==> src/rtl/aurora_pkg.sv <==
// ----------------------------------------------------------------------------
// aurora_pkg
// Definitions shared by the Aurora framed transmitter and receiver.
//   SEQ_BITS             : width of the per-frame sequence counter field
//   DEFAULT_*            : default frame / beat geometry
//   aurora_state_e       : two-state link FSM encoding (idle, running)
//   seq_t                : sequence-number type
//   seq_next()           : sequence increment with natural 8-bit wrap
// ----------------------------------------------------------------------------
package aurora_pkg;

    localparam int unsigned SEQ_BITS             = 8;
    localparam int unsigned DEFAULT_PACKET_SIZE  = 128;
    localparam int unsigned DEFAULT_TDATA_SIZE   = 32;
    localparam int unsigned DEFAULT_COUNTER_BITS = 2;

    typedef enum logic [0:0] {
        StIdle,
        StRun
    } aurora_state_e;

    typedef logic [SEQ_BITS-1:0] seq_t;

    // 255 -> 0 falls out of the fixed-width add.
    function automatic seq_t seq_next(input seq_t s);
        return s + seq_t'(1);
    endfunction

endpackage

==> src/rtl/rx_frame_assembler.sv <==
// ----------------------------------------------------------------------------
// rx_frame_assembler
// Shift register that gathers RX beats into a frame, plus a saturating beat
// counter.
//   clk_i, rst_ni  : clock, asynchronous active-low reset
//   shift_i        : accept beat_i (shift the assembly register left one beat)
//   clear_i        : zero the beat counter (takes priority over counting)
//   beat_i         : incoming beat, inserted at the LSBs
//   frame_next_o   : assembled frame including beat_i (valid when shift_i)
//   count_o        : beats accepted since the last clear, saturating at
//                    PACKET_SIZE/RX_TDATA_SIZE
// Requires at least two beats per frame.
// ----------------------------------------------------------------------------
module rx_frame_assembler #(
    parameter int unsigned PACKET_SIZE   = 128,
    parameter int unsigned RX_TDATA_SIZE = 32,
    parameter int unsigned COUNTER_BITS  = 2
) (
    input  logic                      clk_i,
    input  logic                      rst_ni,
    input  logic                      shift_i,
    input  logic                      clear_i,
    input  logic [RX_TDATA_SIZE-1:0]  beat_i,
    output logic [PACKET_SIZE-1:0]    frame_next_o,
    output logic [COUNTER_BITS:0]     count_o
);

    localparam int unsigned NUM_BEATS = PACKET_SIZE / RX_TDATA_SIZE;
    localparam int unsigned HistW     = PACKET_SIZE - RX_TDATA_SIZE;
    localparam int unsigned CntW      = COUNTER_BITS + 1;
    localparam logic [CntW-1:0] MaxCount = CntW'(NUM_BEATS);

    // Only the older beats are stored; the newest one comes straight from
    // beat_i so the frame can be judged on the same edge as its last beat.
    logic [HistW-1:0] hist_q, hist_d;
    logic [CntW-1:0]  count_q, count_d;

    assign frame_next_o = {hist_q, beat_i};
    assign count_o      = count_q;

    always_comb begin
        hist_d  = hist_q;
        count_d = count_q;
        if (shift_i) begin
            hist_d = frame_next_o[HistW-1:0];
        end
        if (clear_i) begin
            count_d = '0;
        end else if (shift_i && (count_q != MaxCount)) begin
            // Saturation keeps an over-long frame from wrapping back into a
            // count that would look like a good length.
            count_d = count_q + 1'b1;
        end
    end

    always_ff @(posedge clk_i or negedge rst_ni) begin
        if (!rst_ni) begin
            hist_q  <= '0;
            count_q <= '0;
        end else begin
            hist_q  <= hist_d;
            count_q <= count_d;
        end
    end

endmodule

==> src/rtl/receiver_rx.sv <==
// ----------------------------------------------------------------------------
// receiver_rx
// Aurora RX framed receiver. Reassembles PACKET_SIZE-bit frames from the RX
// AXI4-Stream user interface, strips and checks the 8-bit sequence field,
// checks the beat count and writes the payload to the receive FIFO.
// There is no back-pressure: one beat per cycle is always accepted.
//
// Ports:
//   user_clk         : clock
//   RST_N            : asynchronous active-low reset
//   start            : level; traffic ignored until sampled high once
//   m_axi_rx_tdata   : beat data, first beat = frame MSBs
//   m_axi_rx_tvalid  : beat valid
//   m_axi_rx_tlast   : last beat of frame
//   din              : payload to FIFO (frame bits [INPUT_SIZE-1:0]), held
//   wr_en            : one-cycle FIFO write strobe
//   full             : FIFO full flag
//   seq_err          : pulse, received sequence differs from expected
//   len_err          : pulse, frame beat count wrong
//   ovf_err          : pulse, good frame dropped because FIFO full
//
// Build option: define SEQ_CHECK_EN to enable the sequence check; without
// it there is no expected-sequence register and seq_err stays 0.
//
// Inputs are registered first; wr_en/din follow two edges after the last
// beat is presented.
// ----------------------------------------------------------------------------
module receiver_rx
    import aurora_pkg::*;
#(
    parameter int unsigned PACKET_SIZE   = DEFAULT_PACKET_SIZE,
    parameter int unsigned RX_TDATA_SIZE = DEFAULT_TDATA_SIZE,
    parameter int unsigned COUNTER_BITS  = DEFAULT_COUNTER_BITS
) (
    input  logic                             user_clk,
    input  logic                             RST_N,
    input  logic                             start,
    input  logic [RX_TDATA_SIZE-1:0]         m_axi_rx_tdata,
    input  logic                             m_axi_rx_tvalid,
    input  logic                             m_axi_rx_tlast,
    output logic [PACKET_SIZE-SEQ_BITS-1:0]  din,
    output logic                             wr_en,
    input  logic                             full,
    output logic                             seq_err,
    output logic                             len_err,
    output logic                             ovf_err
);

    localparam int unsigned NUM_BEATS  = PACKET_SIZE / RX_TDATA_SIZE;
    localparam int unsigned INPUT_SIZE = PACKET_SIZE - SEQ_BITS;
    localparam int unsigned CntW       = COUNTER_BITS + 1;
    // Count before the tlast beat is added; equality means exactly NUM_BEATS.
    localparam logic [CntW-1:0] LastCount = CntW'(NUM_BEATS - 1);

    // Input stage
    logic [RX_TDATA_SIZE-1:0] tdata_q;
    logic                     tvalid_q;
    logic                     tlast_q;
    logic                     full_q;
    logic                     start_q;

    always_ff @(posedge user_clk or negedge RST_N) begin
        if (!RST_N) begin
            tdata_q  <= '0;
            tvalid_q <= 1'b0;
            tlast_q  <= 1'b0;
            full_q   <= 1'b0;
            start_q  <= 1'b0;
        end else begin
            tdata_q  <= m_axi_rx_tdata;
            tvalid_q <= m_axi_rx_tvalid;
            tlast_q  <= m_axi_rx_tlast;
            full_q   <= full;
            start_q  <= start;
        end
    end

    // Frame assembly
    logic                   asm_shift;
    logic                   asm_clear;
    logic [PACKET_SIZE-1:0] frame_next;
    logic [CntW-1:0]        beat_count;
    seq_t                   rx_seq;

    rx_frame_assembler #(
        .PACKET_SIZE   (PACKET_SIZE),
        .RX_TDATA_SIZE (RX_TDATA_SIZE),
        .COUNTER_BITS  (COUNTER_BITS)
    ) u_assembler (
        .clk_i        (user_clk),
        .rst_ni       (RST_N),
        .shift_i      (asm_shift),
        .clear_i      (asm_clear),
        .beat_i       (tdata_q),
        .frame_next_o (frame_next),
        .count_o      (beat_count)
    );

    assign rx_seq = frame_next[PACKET_SIZE-1 -: SEQ_BITS];

    // Control and checks
    aurora_state_e           state_q, state_d;
    logic [INPUT_SIZE-1:0]   din_q, din_d;
    logic                    wr_en_q, wr_en_d;
    logic                    seq_err_q, seq_err_d;
    logic                    len_err_q, len_err_d;
    logic                    ovf_err_q, ovf_err_d;

`ifdef SEQ_CHECK_EN
    seq_t exp_seq_q, exp_seq_d;
`else
    logic unused_rx_seq;
    assign unused_rx_seq = ^rx_seq;
`endif

    always_comb begin
        state_d   = state_q;
        din_d     = din_q;
        wr_en_d   = 1'b0;
        seq_err_d = 1'b0;
        len_err_d = 1'b0;
        ovf_err_d = 1'b0;
        asm_shift = 1'b0;
        asm_clear = 1'b0;
`ifdef SEQ_CHECK_EN
        exp_seq_d = exp_seq_q;
`endif

        unique case (state_q)
            StIdle: begin
                // Beats seen while idle are dropped; count is kept at zero.
                asm_clear = 1'b1;
                if (start_q) begin
                    state_d = StRun;
                end
            end
            StRun: begin
                if (tvalid_q) begin
                    asm_shift = 1'b1;
                    if (tlast_q) begin
                        asm_clear = 1'b1;
                        if (beat_count != LastCount) begin
                            len_err_d = 1'b1;
                        end else begin
`ifdef SEQ_CHECK_EN
                            seq_err_d = (rx_seq != exp_seq_q);
                            // Resync to whatever arrived, not to the old guess.
                            exp_seq_d = seq_next(rx_seq);
`endif
                            if (full_q) begin
                                ovf_err_d = 1'b1;
                            end else begin
                                wr_en_d = 1'b1;
                                din_d   = frame_next[INPUT_SIZE-1:0];
                            end
                        end
                    end
                end
            end
            default: begin
                state_d = StIdle;
            end
        endcase
    end

    always_ff @(posedge user_clk or negedge RST_N) begin
        if (!RST_N) begin
            state_q   <= StIdle;
            din_q     <= '0;
            wr_en_q   <= 1'b0;
            seq_err_q <= 1'b0;
            len_err_q <= 1'b0;
            ovf_err_q <= 1'b0;
        end else begin
            state_q   <= state_d;
            din_q     <= din_d;
            wr_en_q   <= wr_en_d;
            seq_err_q <= seq_err_d;
            len_err_q <= len_err_d;
            ovf_err_q <= ovf_err_d;
        end
    end

`ifdef SEQ_CHECK_EN
    always_ff @(posedge user_clk or negedge RST_N) begin
        if (!RST_N) begin
            exp_seq_q <= '0;
        end else begin
            exp_seq_q <= exp_seq_d;
        end
    end
`endif

    assign din     = din_q;
    assign wr_en   = wr_en_q;
    assign seq_err = seq_err_q;
    assign len_err = len_err_q;
    assign ovf_err = ovf_err_q;

endmodule

==> config.mk <==
export PLATFORM = sky130hd
export DESIGN_NAME = receiver_rx
export DESIGN_NICKNAME = d
export VERILOG_FILES = /design/src/rtl/aurora_pkg.sv /design/src/rtl/rx_frame_assembler.sv /design/src/rtl/receiver_rx.sv
export SDC_FILE = /design/constraint.sdc
export NUM_CORES = 1
export LEC_CHECK = 0
export BUFFER_PORTS_ARGS = -buffer_cell sky130_fd_sc_hd__buf_4
export CORE_ASPECT_RATIO = 1.25
export CORE_UTILIZATION = 30
export DETAILED_ROUTE_END_ITERATION = 7
export HOLD_SLACK_MARGIN = 0.1
export SYNTH_ARGS = -nofsm -noshare
export SYNTH_HDL_FRONTEND = slang
export SYNTH_SLANG_ARGS = --single-unit
export TNS_END_PERCENT = 1
==> constraint.sdc <==
create_clock -name user_clk -period 2.01 [get_ports user_clk]
set_input_delay 0 -clock user_clk [delete_from_list [all_inputs] [get_ports user_clk]]
set_output_delay 0 -clock user_clk [all_outputs]
set_load 0.02 [all_outputs]
==> results of run 1 <==
## worst paths after layout
check / start / endpoint / slack [ns] / depth (start not counted)
min: m_axi_rx_tdata[11] / tdata_q[11]$_DFF_PN0_ / 0.12 / 2
max: u_assembler.count_o[0]$_DFFE_PN0P_ / din[58]$_DFFE_PN0P_ / 0.12 / 6
max in group asynchronous: RST_N / din[92]$_DFFE_PN0P_ / 0.71 / 4
min in group asynchronous: RST_N / tdata_q[14]$_DFF_PN0_ / 0.59 / 3
min reg2reg: start_q$_DFF_PN0_ / state_q$_DFF_PN0_ / 0.44 / 1
max reg2reg: u_assembler.count_o[0]$_DFFE_PN0P_ / din[58]$_DFFE_PN0P_ / 0.12 / 6
## area by class of cell
| type | count | area, sq um | share of cell area |
|---|---|---|---|
| clock buffer | 39 | 761 | 0.0633 |
| clock inverter | 3 | 15.0 | 0.00125 |
| inverter | 4 | 15.0 | 0.00125 |
| multi-input combinational | 232 | 2520 | 0.210 |
| sequential | 251 | 6280 | 0.523 |
| tap | 396 | 495 | 0.0412 |
| timing repair buffer | 227 | 1930 | 0.160 |
## state kept, by name, summed over array words and instances, names as in the netlist
register	count
full_q	1
ovf_err	1
len_err	1
u_assembler.count_o	3
state_q	1
wr_en	1
tlast_q	1
start_q	1
u_assembler.hist_q	88
tvalid_q	1
tdata_q	32
din	120
## cell usage after synthesis (all sizes together)
cell	n
and3b	1
inv	4
and4	1
o21ai	3
conb	1
dfrtp	251
nand3	2
nor3b	1
buf	24
or2	1
ha	3
and2	1
nand2	3
mux2	208
nand2b	1
nor3	1
a21boi	3
nor2b	2
## cells in the final DEF (no fill, tap or decap), drive strengths merged
| cell | synthesis | routed |
|---|---|---|
| a21boi | 3 | 3 |
| and2 | 1 | 1 |
| and3b | 1 | 1 |
| and4 | 1 | 1 |
| buf | 24 | 176 |
| clkbuf | 0 | 39 |
| clkinv | 0 | 3 |
| conb | 1 | 1 |
| dfrtp | 251 | 251 |
| dlygate4sd3 | 0 | 51 |
| ha | 3 | 3 |
| inv | 4 | 4 |
| mux2 | 208 | 208 |
| nand2 | 3 | 3 |
| nand2b | 1 | 1 |
| nand3 | 2 | 2 |
| nor2b | 2 | 2 |
| nor3 | 1 | 1 |
| nor3b | 1 | 1 |
| o21ai | 3 | 3 |
| or2 | 1 | 1 |
## power by group through the flow
stage	logic (mW)	clock network (mW)	registers, mW
floorplan	0.923	0	7.68
global placement	3.50	0	6.88
detailed placement	3.56	0	6.90
CTS	3.64	4.60	6.82
global route	3.80	4.77	6.96
finish	3.57	4.42	6.79
## metrics by stage
stage	hold slack, ns	instances	total power, mW	instance area (sq um)	utilization
after global placement	0.0396	1059	10.4	10700	0.366
after detailed placement	0.0422	1059	10.5	10700	0.366
after CTS	0.100	1152	15.1	12000	0.409
final	0.123	1152	14.8	12000	0.409
after floorplan	-0.296	511	8.60	9000	-
after global routing	0.105	1152	15.5	12000	0.409
## repair_timing
item,4_1_cts,5_1_grt
setup endpoints to repair,0,0
resized for setup,0,0
hold buffers,51,0
buffers inserted,0,0
endpoints found under the hold margin,287,0
## metal layers
| metal | GRT usage | vias up | wire [um] |
|---|---|---|---|
| li1 | - | 2253 | - |
| met1 | 0.144 | 2532 | 7190 |
| met2 | 0.206 | 112 | 9040 |
| met3 | 0.0213 | 26 | 799 |
| met4 | 0.0508 | 0 | 453 |
| met5 | 0 | - | 0 |
## kinds of logic after synthesis
group                    count (synthesis)  share of synthesized area
buffers and inverters                   28                     0.0229
multiplexers                           208                      0.260
AO/OA/AOI/OAI                            6                    0.00417
flip-flops                             251                      0.698
AND/OR/NAND/NOR                         14                     0.0100
adder cells (fa/ha/maj)                  3                    0.00417
other                                    1                   0.000417
## critical path, cell delays in order, from the launching register on
cell and delay (ns):
dfrtp_1 0.37, ha_1 0.16, ha_1 0.17, nand2_1 0.09, nor3_4 0.17, buf_12 0.33, mux2_1 0.38
==> key figures, run 1 <==
Run
  – Max_cap viols: 0

Synth
  – Synth Instances: 511
  – Share of the synthesized area in the top cell type: 0.698
  – Distinct cells, synth: 22
  – Post-synthesis sequential area ratio: 0.698
  – Cell area after synthesis: 0.00900 sq mm
  – Yosys top cell by area: dfrtp_1
  – Yosys reg bits: 251
  – Syn nets: 552
  – Yosys warns: 0
  – Mapped Avg Cell Area: 17.6 sq um
  – Largest cells by area after synthesis: dfrtp_1 (70%), mux2_2 (15%), mux2_1 (11%)

Route
  – Routed WL per cell: 15.2 um
  – DR vias: 4923
  – Pre-Repair DR Iteration Count: 4
  – Vias per cell: 4.27
  – Drt total wl: 17.5 mm
  – Routed Antenna Nets: 0
  – DRC errors left: 0
  – Initial DRC count: 144

Power and ir drop
  – Leakage power: 5.84 nW
  – Switching pwr: 4.28 mW
  – Internal: 10.5 mW
  – Switch share: 0.289
  – Maximum vdd drop: 0.000581 V
  – Sequential Power Share: 0.459
  – Clock power share: 0.299
  – Logic pwr share: 0.242
  – Cell Pwr Density: 1230 mW/mm^2

CTS
  – Clk buf depth: 3
  – CTS buffer count: 26
  – Later-pin clock latency in the skew report: 0.52 ns
  – CTS clk-pin slew, worst paths: 0.06 ns
  – H-Tree Depth: 1
  – Root cell of the clock tree: clkbuf_16
  – CTS tree: done
  – Clock sinks: 251

Worst setup path
  – Crit-path max FO: 67
  – CP required: 2.41 ns
  – Worst setup EP type: flop
  – WS Path Type: reg -> reg
  – Crit start category: flop
  – CP arrival: 2.28 ns

Final layout
  – Post-layout net count: 783
  – # diodes: 0
  – Syn-to-layout area delta: 33.5%
  – Fillers: 2720
  – Layout cells sized above 1: 0.440

Floorplan
  – Core ar.: 0.0293 sq mm
  – Chip Height: 196 um
  – Ports: 162
  – Starting Density: 0.307
  – Die footprint: 0.0307 sq mm
  – Die X: 157 um
  – Site Rows: 70

STA
  – RSZ-0062 raised after global routing: false
  – Worst Skew: 0.00838 ns
  – Slew HR: 0.582
  – Tmin final: 1.89 ns
  – Final setup vio count: 0
  – Final setup TNS: 0 ns
  – F_max: 0.530 GHz
  – Hold Vio Cnt, Final: 0
  – Final max-slew violation count: 0
  – Fin crit share: 0.939
  – Setup WS post-layout: 0.122 ns
  – Slew @ Worst Pin: 0.627 ns

Global routing
  – Tot GR Track Use: 0.119
  – First-pass GRT wire length: 28.7 mm
  – Vias in the first global route: 5328
  – Largest net degree at the start of global routing: 82
  – GRT overflow: 0
  – Initial antenna violation count: 0

Placed design
  – Pre-CTS WS: 0.114 ns
  – I/O Buffers: 160
  – Detailed placement HPWL: 11.6 mm
  – GP Congestion: 0.697

Min path
  – HP Class: in -> reg

Outcome
  – Status: finished clean
(Power assumes the default switching activity.)
==> inputs of run 2 (changes only) <==
--- a/config.mk
+++ b/config.mk
@@ -7,9 +7,10 @@
 export LEC_CHECK = 0
 export BUFFER_PORTS_ARGS = -buffer_cell sky130_fd_sc_hd__buf_4
 export CORE_ASPECT_RATIO = 1.25
-export CORE_UTILIZATION = 30
+export CORE_UTILIZATION = 45
 export DETAILED_ROUTE_END_ITERATION = 7
 export HOLD_SLACK_MARGIN = 0.1
+export PLACE_DENSITY = 0.67
 export SYNTH_ARGS = -nofsm -noshare
 export SYNTH_HDL_FRONTEND = slang
 export SYNTH_SLANG_ARGS = --single-unit
==> key figures, run 2 (synthesis gave the netlist of run 1 again) <==
Worst setup path
  – Crit start category: flop (unchanged)
  – Worst Setup SP: u_assembler.count_o[0]$_DFFE_PN0P_ (unchanged)
  – CP Depth: 7 (was 6)
  – Worst path buffer plus inverter count: 2 (was 1)
  – Most used cell, CP: ha_1 (unchanged)
  – FF-to-FF path depth: 7 (was 6)
  – Critical path's slowest cell: dfrtp_1 (was mux2_1)
  – CP required: 2.40 ns (was 2.41 ns)
  – Crit-path max FO: 32 (was 67)
  – Flop2flop setup slack: 0.12 ns (about the same)
  – Crit-path cells: ha_1 > ha_1 > nand2_1 > nor3_4 > buf_4 > buf_12 > mux2_2 (was ha_1 > ha_1 > nand2_1 > nor3_4 > buf_12 > mux2_1)
  – Worst flop-to-flop path startpoint: u_assembler.count_o[0]$_DFFE_PN0P_ (unchanged)
  – R2r endpoint: din[4]$_DFFE_PN0P_ (was din[58]$_DFFE_PN0P_)
  – CP arrival: 2.28 ns (about the same)
  – WS Path Type: reg -> reg (unchanged)
  – Worst setup EP type: flop (unchanged)
  – Crit path to: din[4]$_DFFE_PN0P_ (was din[58]$_DFFE_PN0P_)
  – CP top delay family: buffers and inverters (was multiplexers)
  – Slowest cell delay on critical path: 0.39 ns (was 0.38 ns)

Route
  – Routed WL per cell: 16.6 um (was 15.2 um)
  – Pre-Repair DR Iteration Count: 4 (unchanged)
  – Initial DRC count: 112 (was 144)
  – Max Used Layer: met4 (unchanged)
  – Vias per cell: 4.89 (was 4.27)
  – Routed Antenna Nets: 0 (unchanged)
  – DRC errors left: 0 (unchanged)
  – DR vias: 4892 (was 4923)
  – WL met3: 713 um (was 799 um)
  – Drt total wl: 16.6 mm (was 17.5 mm)
  – Met1 WL: 6.72 mm (was 7.19 mm)
  – Met2 wire length: 8.76 mm (was 9.04 mm)

Final layout
  – Non-Filler Instances: 1000 (was 1152)
  – Commonest non-fill, non-tap cell in the layout: dfrtp_1 (unchanged)
  – Syn-to-layout area delta: 29.8% (was 33.5%)
  – Post-layout net count: 766 (was 783)
  – Layout cells sized above 1: 0.449 (was 0.440)
  – Final core utilization: 0.598 (was 0.409)
  – Design Area, Final: 0.0117 sq mm (was 0.0120 sq mm)
  – Fillers: 1565 (was 2720)
  – Max FFs per register: 120 (unchanged)
  – # diodes: 0 (unchanged)
  – Commonest non-fill, non-tap cells in the layout: dfrtp_1 (251), buf_4 (165), mux2_2 (119) (was dfrtp_1 (251), buf_4 (168), mux2_2 (119))

Floorplan
  – Ports: 162 (unchanged)
  – Core ar.: 0.0195 sq mm (was 0.0293 sq mm)
  – Starting Density: 0.460 (was 0.307)
  – Die X: 128 um (was 157 um)
  – Chip Height: 160 um (was 196 um)
  – Die footprint: 0.0206 sq mm (was 0.0307 sq mm)
  – Site Rows: 57 (was 70)

STA
  – Final max-slew violation count: 0 (unchanged)
  – Tmin final: 1.89 ns (about the same)
  – Final setup TNS: 0 ns (unchanged)
  – Slew HR: 0.663 (was 0.582)
  – Slew @ Worst Pin: 0.505 ns (was 0.627 ns)
  – Hold Vio Cnt, Final: 0 (unchanged)
  – Hold_ws: 0.135 ns (was 0.123 ns)
  – F_max: 0.529 GHz (was 0.530 GHz)
  – Final setup vio count: 0 (unchanged)
  – Fin crit share: 0.940 (was 0.939)
  – RSZ-0062 raised after global routing: false (unchanged)
  – Worst Skew: 0.0146 ns (was 0.00838 ns)

CTS
  – H-Tree Depth: 1 (unchanged)
  – Clock sinks: 251 (unchanged)
  – # Post-CTS Setup Buffers: 0 (unchanged)
  – Post-CTS Resized: 0 (unchanged)
  – CTS buffer count: 25 (was 26)
  – Root cell of the clock tree: clkbuf_16 (unchanged)
  – CTS clk-pin slew, worst paths: 0.06 ns (about the same)
  – CTS tree: done (unchanged)
  – Clk buf depth: 3 (unchanged)
  – Later-pin clock latency in the skew report: 0.51 ns (was 0.52 ns)

Min path
  – Hold path startpoint: m_axi_rx_tdata[31] (was m_axi_rx_tdata[11])
  – HP Class: in -> reg (unchanged)

Placed design
  – GP Congestion: 0.707 (was 0.697)
  – Detailed placement HPWL: 10.9 mm (was 11.6 mm)
  – Placed cells: 925 (was 1059)
  – Cell Area, Placed: 0.0105 sq mm (was 0.0107 sq mm)
  – I/O Buffers: 160 (unchanged)

Outcome
  – Status: finished clean (unchanged)

Global routing
  – Initial antenna violation count: 0 (unchanged)
  – Largest net degree at the start of global routing: 65 (was 82)
  – First-pass GRT wire length: 27.8 mm (was 28.7 mm)
  – Tot GR Track Use: 0.170 (was 0.119)
  – GRT overflow: 0 (unchanged)
  – Vias in the first global route: 5434 (was 5328)

Run
  – Max_cap viols: 0 (unchanged)

Power and ir drop
  – Cell Pwr Density: 1260 mW/mm^2 (was 1230 mW/mm^2)
  – Maximum vdd drop: 0.000840 V (was 0.000581 V)
  – Leakage power: 5.76 nW (was 5.84 nW)
## run 2: through the flow
stage	total power, mW	worst slack (ns)
6_report	14.7	0.120
2_1_floorplan	8.60	0.343
3_5_place_dp	10.5	0.130
3_3_place_gp	10.3	0.199
4_1_cts	14.9	0.118
5_1_grt	15.4	0.0248
## run 2: report_power, final
group | switching, mW | internal (mW) | total [mW]
Combinational | 1.82 | 1.76 | 3.58
Sequential | 0.621 | 6.15 | 6.77
Clock | 1.79 | 2.55 | 4.34
Total | 4.23 | 10.5 | 14.7
## run 2: layout make-up
cell class | instances | area, sq um | share of cell area
Clock buffer | 33 | 706 | 0.0604
Clock inverter | 4 | 48.8 | 0.00418
Inverter | 4 | 15.0 | 0.00129
Multi-Input combinational cell | 232 | 2520 | 0.216
Sequential cell | 251 | 6280 | 0.538
Tap cell | 265 | 332 | 0.0284
Timing Repair Buffer | 211 | 1770 | 0.152
## run 2: how the worst min path moves through the flow
stage	end	cells after the start	slack, ns
final	tdata_q[31]$_DFF_PN0_	2	0.14
after global routing	tdata_q[25]$_DFF_PN0_	2	0.12
after CTS	tvalid_q$_DFF_PN0_	2	0.12
after detailed placement	tdata_q[14]$_DFF_PN0_	1	-0.02
after global placement	din[15]$_DFFE_PN0P_	1	-0.02
after floorplan	din[0]$_DFFE_PN0P_	0	-0.30
## run 2: timing repair
action                                 in CTS  in global routing
hold buffers                               38                  0
setup endpoints to repair                   0                  0
endpoints found under the hold margin     287                  0
## run 2: worst register-to-register path: cells and delay by family (launching register included)
| kind | cells | cell delay [ns] |
|---|---|---|
| DFF | 1 | 0.39 |
| and+or+nand+nor | 2 | 0.26 |
| buffers and inverters | 2 | 0.40 |
| adders and majority gates | 2 | 0.36 |
| muxes | 1 | 0.37 |
## run 2: routing by layer
layer / up-vias / track usage
li1: 2199 / -
met1: 2547 / 0.205
met2: 113 / 0.299
met3: 33 / 0.0308
met4: 0 / 0.0626
met5: - / 0
==> inputs of run 3 (changes only) <==
--- a/config.mk
+++ b/config.mk
@@ -7,10 +7,9 @@
 export LEC_CHECK = 0
 export BUFFER_PORTS_ARGS = -buffer_cell sky130_fd_sc_hd__buf_4
 export CORE_ASPECT_RATIO = 1.25
-export CORE_UTILIZATION = 45
+export CORE_UTILIZATION = 43
 export DETAILED_ROUTE_END_ITERATION = 7
 export HOLD_SLACK_MARGIN = 0.1
-export PLACE_DENSITY = 0.67
 export SYNTH_ARGS = -nofsm -noshare
 export SYNTH_HDL_FRONTEND = slang
 export SYNTH_SLANG_ARGS = --single-unit
==> key figures, run 3 (synthesis gave the netlist of run 1 again) <==
Outcome
  – Status: finished clean (unchanged)

STA
  – Hold Vio Cnt, Final: 0 (unchanged)
  – F_max: 0.523 GHz (was 0.529 GHz)
  – RSZ-0062 raised after global routing: true (was false)
  – Hold_ws: 0.134 ns (was 0.135 ns)
  – Slew HR: 0.649 (was 0.663)
  – Final setup vio count: 0 (unchanged)
  – Final max-slew violation count: 0 (unchanged)
  – Slew @ Worst Pin: 0.527 ns (was 0.505 ns)
  – Tmin final: 1.91 ns (was 1.89 ns)
  – Worst Skew: 0.0166 ns (was 0.0146 ns)
  – Fin crit share: 0.951 (was 0.940)

CTS
  – CTS buffer count: 26 (was 25)
  – CTS clk-pin slew, worst paths: 0.06 ns (about the same)
  – Later-pin clock latency in the skew report: 0.52 ns (was 0.51 ns)
  – Root cell of the clock tree: clkbuf_16 (unchanged)
  – Clock sinks: 251 (unchanged)
  – H-Tree Depth: 1 (unchanged)
  – Clk buf depth: 3 (unchanged)
  – CTS tree: done (unchanged)

Min path
  – Hold Path Depth: 2 (unchanged)
  – Hold path startpoint: m_axi_rx_tdata[27] (was m_axi_rx_tdata[31])
  – Hold endpoint: tdata_q[27]$_DFF_PN0_ (was tdata_q[31]$_DFF_PN0_)
  – HP Class: in -> reg (unchanged)

Power and ir drop
  – Internal: 10.7 mW (was 10.5 mW)
  – Leakage power: 5.83 nW (was 5.76 nW)
  – Switch share: 0.286 (was 0.288)
  – Maximum vdd drop: 0.000763 V (was 0.000840 V)
  – Sequential Power Share: 0.454 (was 0.461)
  – Clock power share: 0.307 (was 0.295)
  – Cell Pwr Density: 1260 mW/mm^2 (about the same)
  – Logic pwr share: 0.238 (was 0.244)
  – Switching pwr: 4.28 mW (was 4.23 mW)
  – Pwr Total: 14.9 mW (was 14.7 mW)

Floorplan
  – Starting Density: 0.443 (was 0.460)
  – Chip Height: 164 um (was 160 um)
  – Die footprint: 0.0215 sq mm (was 0.0206 sq mm)
  – Core ar.: 0.0203 sq mm (was 0.0195 sq mm)
  – Die X: 131 um (was 128 um)
  – Site Rows: 58 (was 57)
  – Ports: 162 (unchanged)

Route
  – Pre-Repair DR Iteration Count: 2 (was 4)
  – Routed WL per cell: 16.3 um (was 16.6 um)
  – Routed Antenna Nets: 0 (unchanged)
  – Drt total wl: 16.6 mm (about the same)
  – Vias per cell: 4.80 (was 4.89)
  – DRC errors left: 0 (unchanged)
  – DR vias: 4891 (was 4892)
  – Initial DRC count: 120 (was 112)

Final layout
  – # diodes: 0 (unchanged)
  – Syn-to-layout area delta: 31.6% (was 29.8%)
  – Area of the multi-input gates: 0.00252 sq mm (about the same)
  – FF+latch area: 0.00628 sq mm (unchanged)
  – Commonest non-fill, non-tap cells in the layout: dfrtp_1 (251), buf_4 (163), mux2_2 (119) (was dfrtp_1 (251), buf_4 (165), mux2_2 (119))
  – Non-Filler Instances: 1019 (was 1000)
  – Fillers: 1609 (was 1565)
  – Layout cells sized above 1: 0.453 (was 0.449)
  – Commonest non-fill, non-tap cell in the layout: dfrtp_1 (unchanged)
  – Max FFs per register: 120 (unchanged)
  – Post-layout net count: 770 (was 766)

Worst setup path
  – Crit-path max FO: 38 (was 32)
  – CP arrival: 2.30 ns (was 2.28 ns)
  – Flop2flop setup slack: 0.1 ns (was 0.12 ns)
  – WS Path Type: reg -> reg (unchanged)
  – Crit start category: flop (unchanged)
  – FF-to-FF path depth: 7 (unchanged)
  – Worst setup EP type: flop (unchanged)
  – CP required: 2.40 ns (about the same)
  – Worst flop-to-flop path startpoint: u_assembler.count_o[1]$_DFFE_PN0P_ (was u_assembler.count_o[0]$_DFFE_PN0P_)
  – R2r endpoint: din[4]$_DFFE_PN0P_ (unchanged)

Global routing
  – Largest net degree at the start of global routing: 77 (was 65)
  – First-pass GRT wire length: 27.2 mm (was 27.8 mm)
  – GRT overflow: 0 (unchanged)
  – Tot GR Track Use: 0.158 (was 0.170)
  – Vias in the first global route: 5322 (was 5434)
  – Initial antenna violation count: 0 (unchanged)

Placed design
  – Placed cells: 930 (was 925)
  – Detailed placement HPWL: 10.8 mm (was 10.9 mm)
  – I/O Buffers: 160 (unchanged)
  – GP Congestion: 0.721 (was 0.707)

Run
  – Max_cap viols: 0 (unchanged)
==> run 3: cell types whose count changed in the layout (fill, tap and decap cells not counted), sizes merged <==
cell and delta:
clkbuf +8, clkinvlp +1, clkinv +3, buf +2
==> run 3: worst max-delay path, cell delays in order (launching register included) <==
cell	delay, ns
dfrtp_1	0.38
ha_1	0.16
ha_2	0.19
nand2_1	0.09
nor3_4	0.21
buf_6	0.13
clkbuf_16	0.24
mux2_2	0.36
==> run 3: power by group through the flow <==
stage	logic, mW	registers, mW	clock network [mW]
after floorplan	0.923	7.68	0
after global placement	3.48	6.84	0
after detailed placement	3.56	6.90	0
after CTS	3.62	6.81	4.74
after global routing	3.80	6.95	4.96
final	3.56	6.79	4.59
==> run 3: worst max-delay path by stage <==
stage | start | endpoint | slack, ns | cells after the start
2_1_floorplan | u_assembler.count_o[0]$_DFFE_PN0P_ | din[100]$_DFFE_PN0P_ | 0.34 | 7
3_3_place_gp | u_assembler.count_o[0]$_DFFE_PN0P_ | din[1]$_DFFE_PN0P_ | 0.13 | 6
3_5_place_dp | u_assembler.count_o[0]$_DFFE_PN0P_ | din[26]$_DFFE_PN0P_ | 0.06 | 6
4_1_cts | u_assembler.count_o[1]$_DFFE_PN0P_ | din[23]$_DFFE_PN0P_ | 0.05 | 6
5_1_grt | u_assembler.count_o[1]$_DFFE_PN0P_ | din[86]$_DFFE_PN0P_ | -0.02 | 7
6_report | u_assembler.count_o[1]$_DFFE_PN0P_ | din[4]$_DFFE_PN0P_ | 0.1 | 7
==> run 3: final cells by class <==
| class | instances | share of cell area |
|---|---|---|
| clock inverter | 8 | 0.00602 |
| timing repair buffer | 214 | 0.156 |
| tap | 270 | 0.0285 |
| sequential | 251 | 0.531 |
| clock buffer | 40 | 0.0646 |
| inverter | 4 | 0.00127 |
| multi-input combinational | 232 | 0.213 |
==> run 3: metrics by stage <==
| stage | setup TNS (ns) | worst slack, ns | cell area (sq um) | util |
|---|---|---|---|---|
| final | 0 | 0.0991 | 11800 | 0.583 |
| after global routing | -0.141 | -0.0170 | 11800 | 0.583 |
| after CTS | 0 | 0.0474 | 11800 | 0.580 |
| after detailed placement | 0 | 0.0580 | 10600 | 0.520 |
| after global placement | 0 | 0.134 | 10600 | 0.520 |
| after floorplan | 0 | 0.343 | 9000 | - |
==> run 3: what timing repair did <==
item,4_1_cts,5_1_grt
gates resized for setup,0,7
hold buffers,38,0
setup buffers,0,2
endpoints found under the setup margin,0,76
hold endpoints to repair,287,0
==> run 3: routing by layer <==
layer  GRT usage  routed length [um]  part of all wire  vias up
li1            -                   -                 -     2230
met5           0                   0                 0        -
met1       0.194                6750              0.41     2511
met2       0.272                8520              0.51      119
met4      0.0555                 407             0.024        0
met3      0.0389                 968             0.058       31
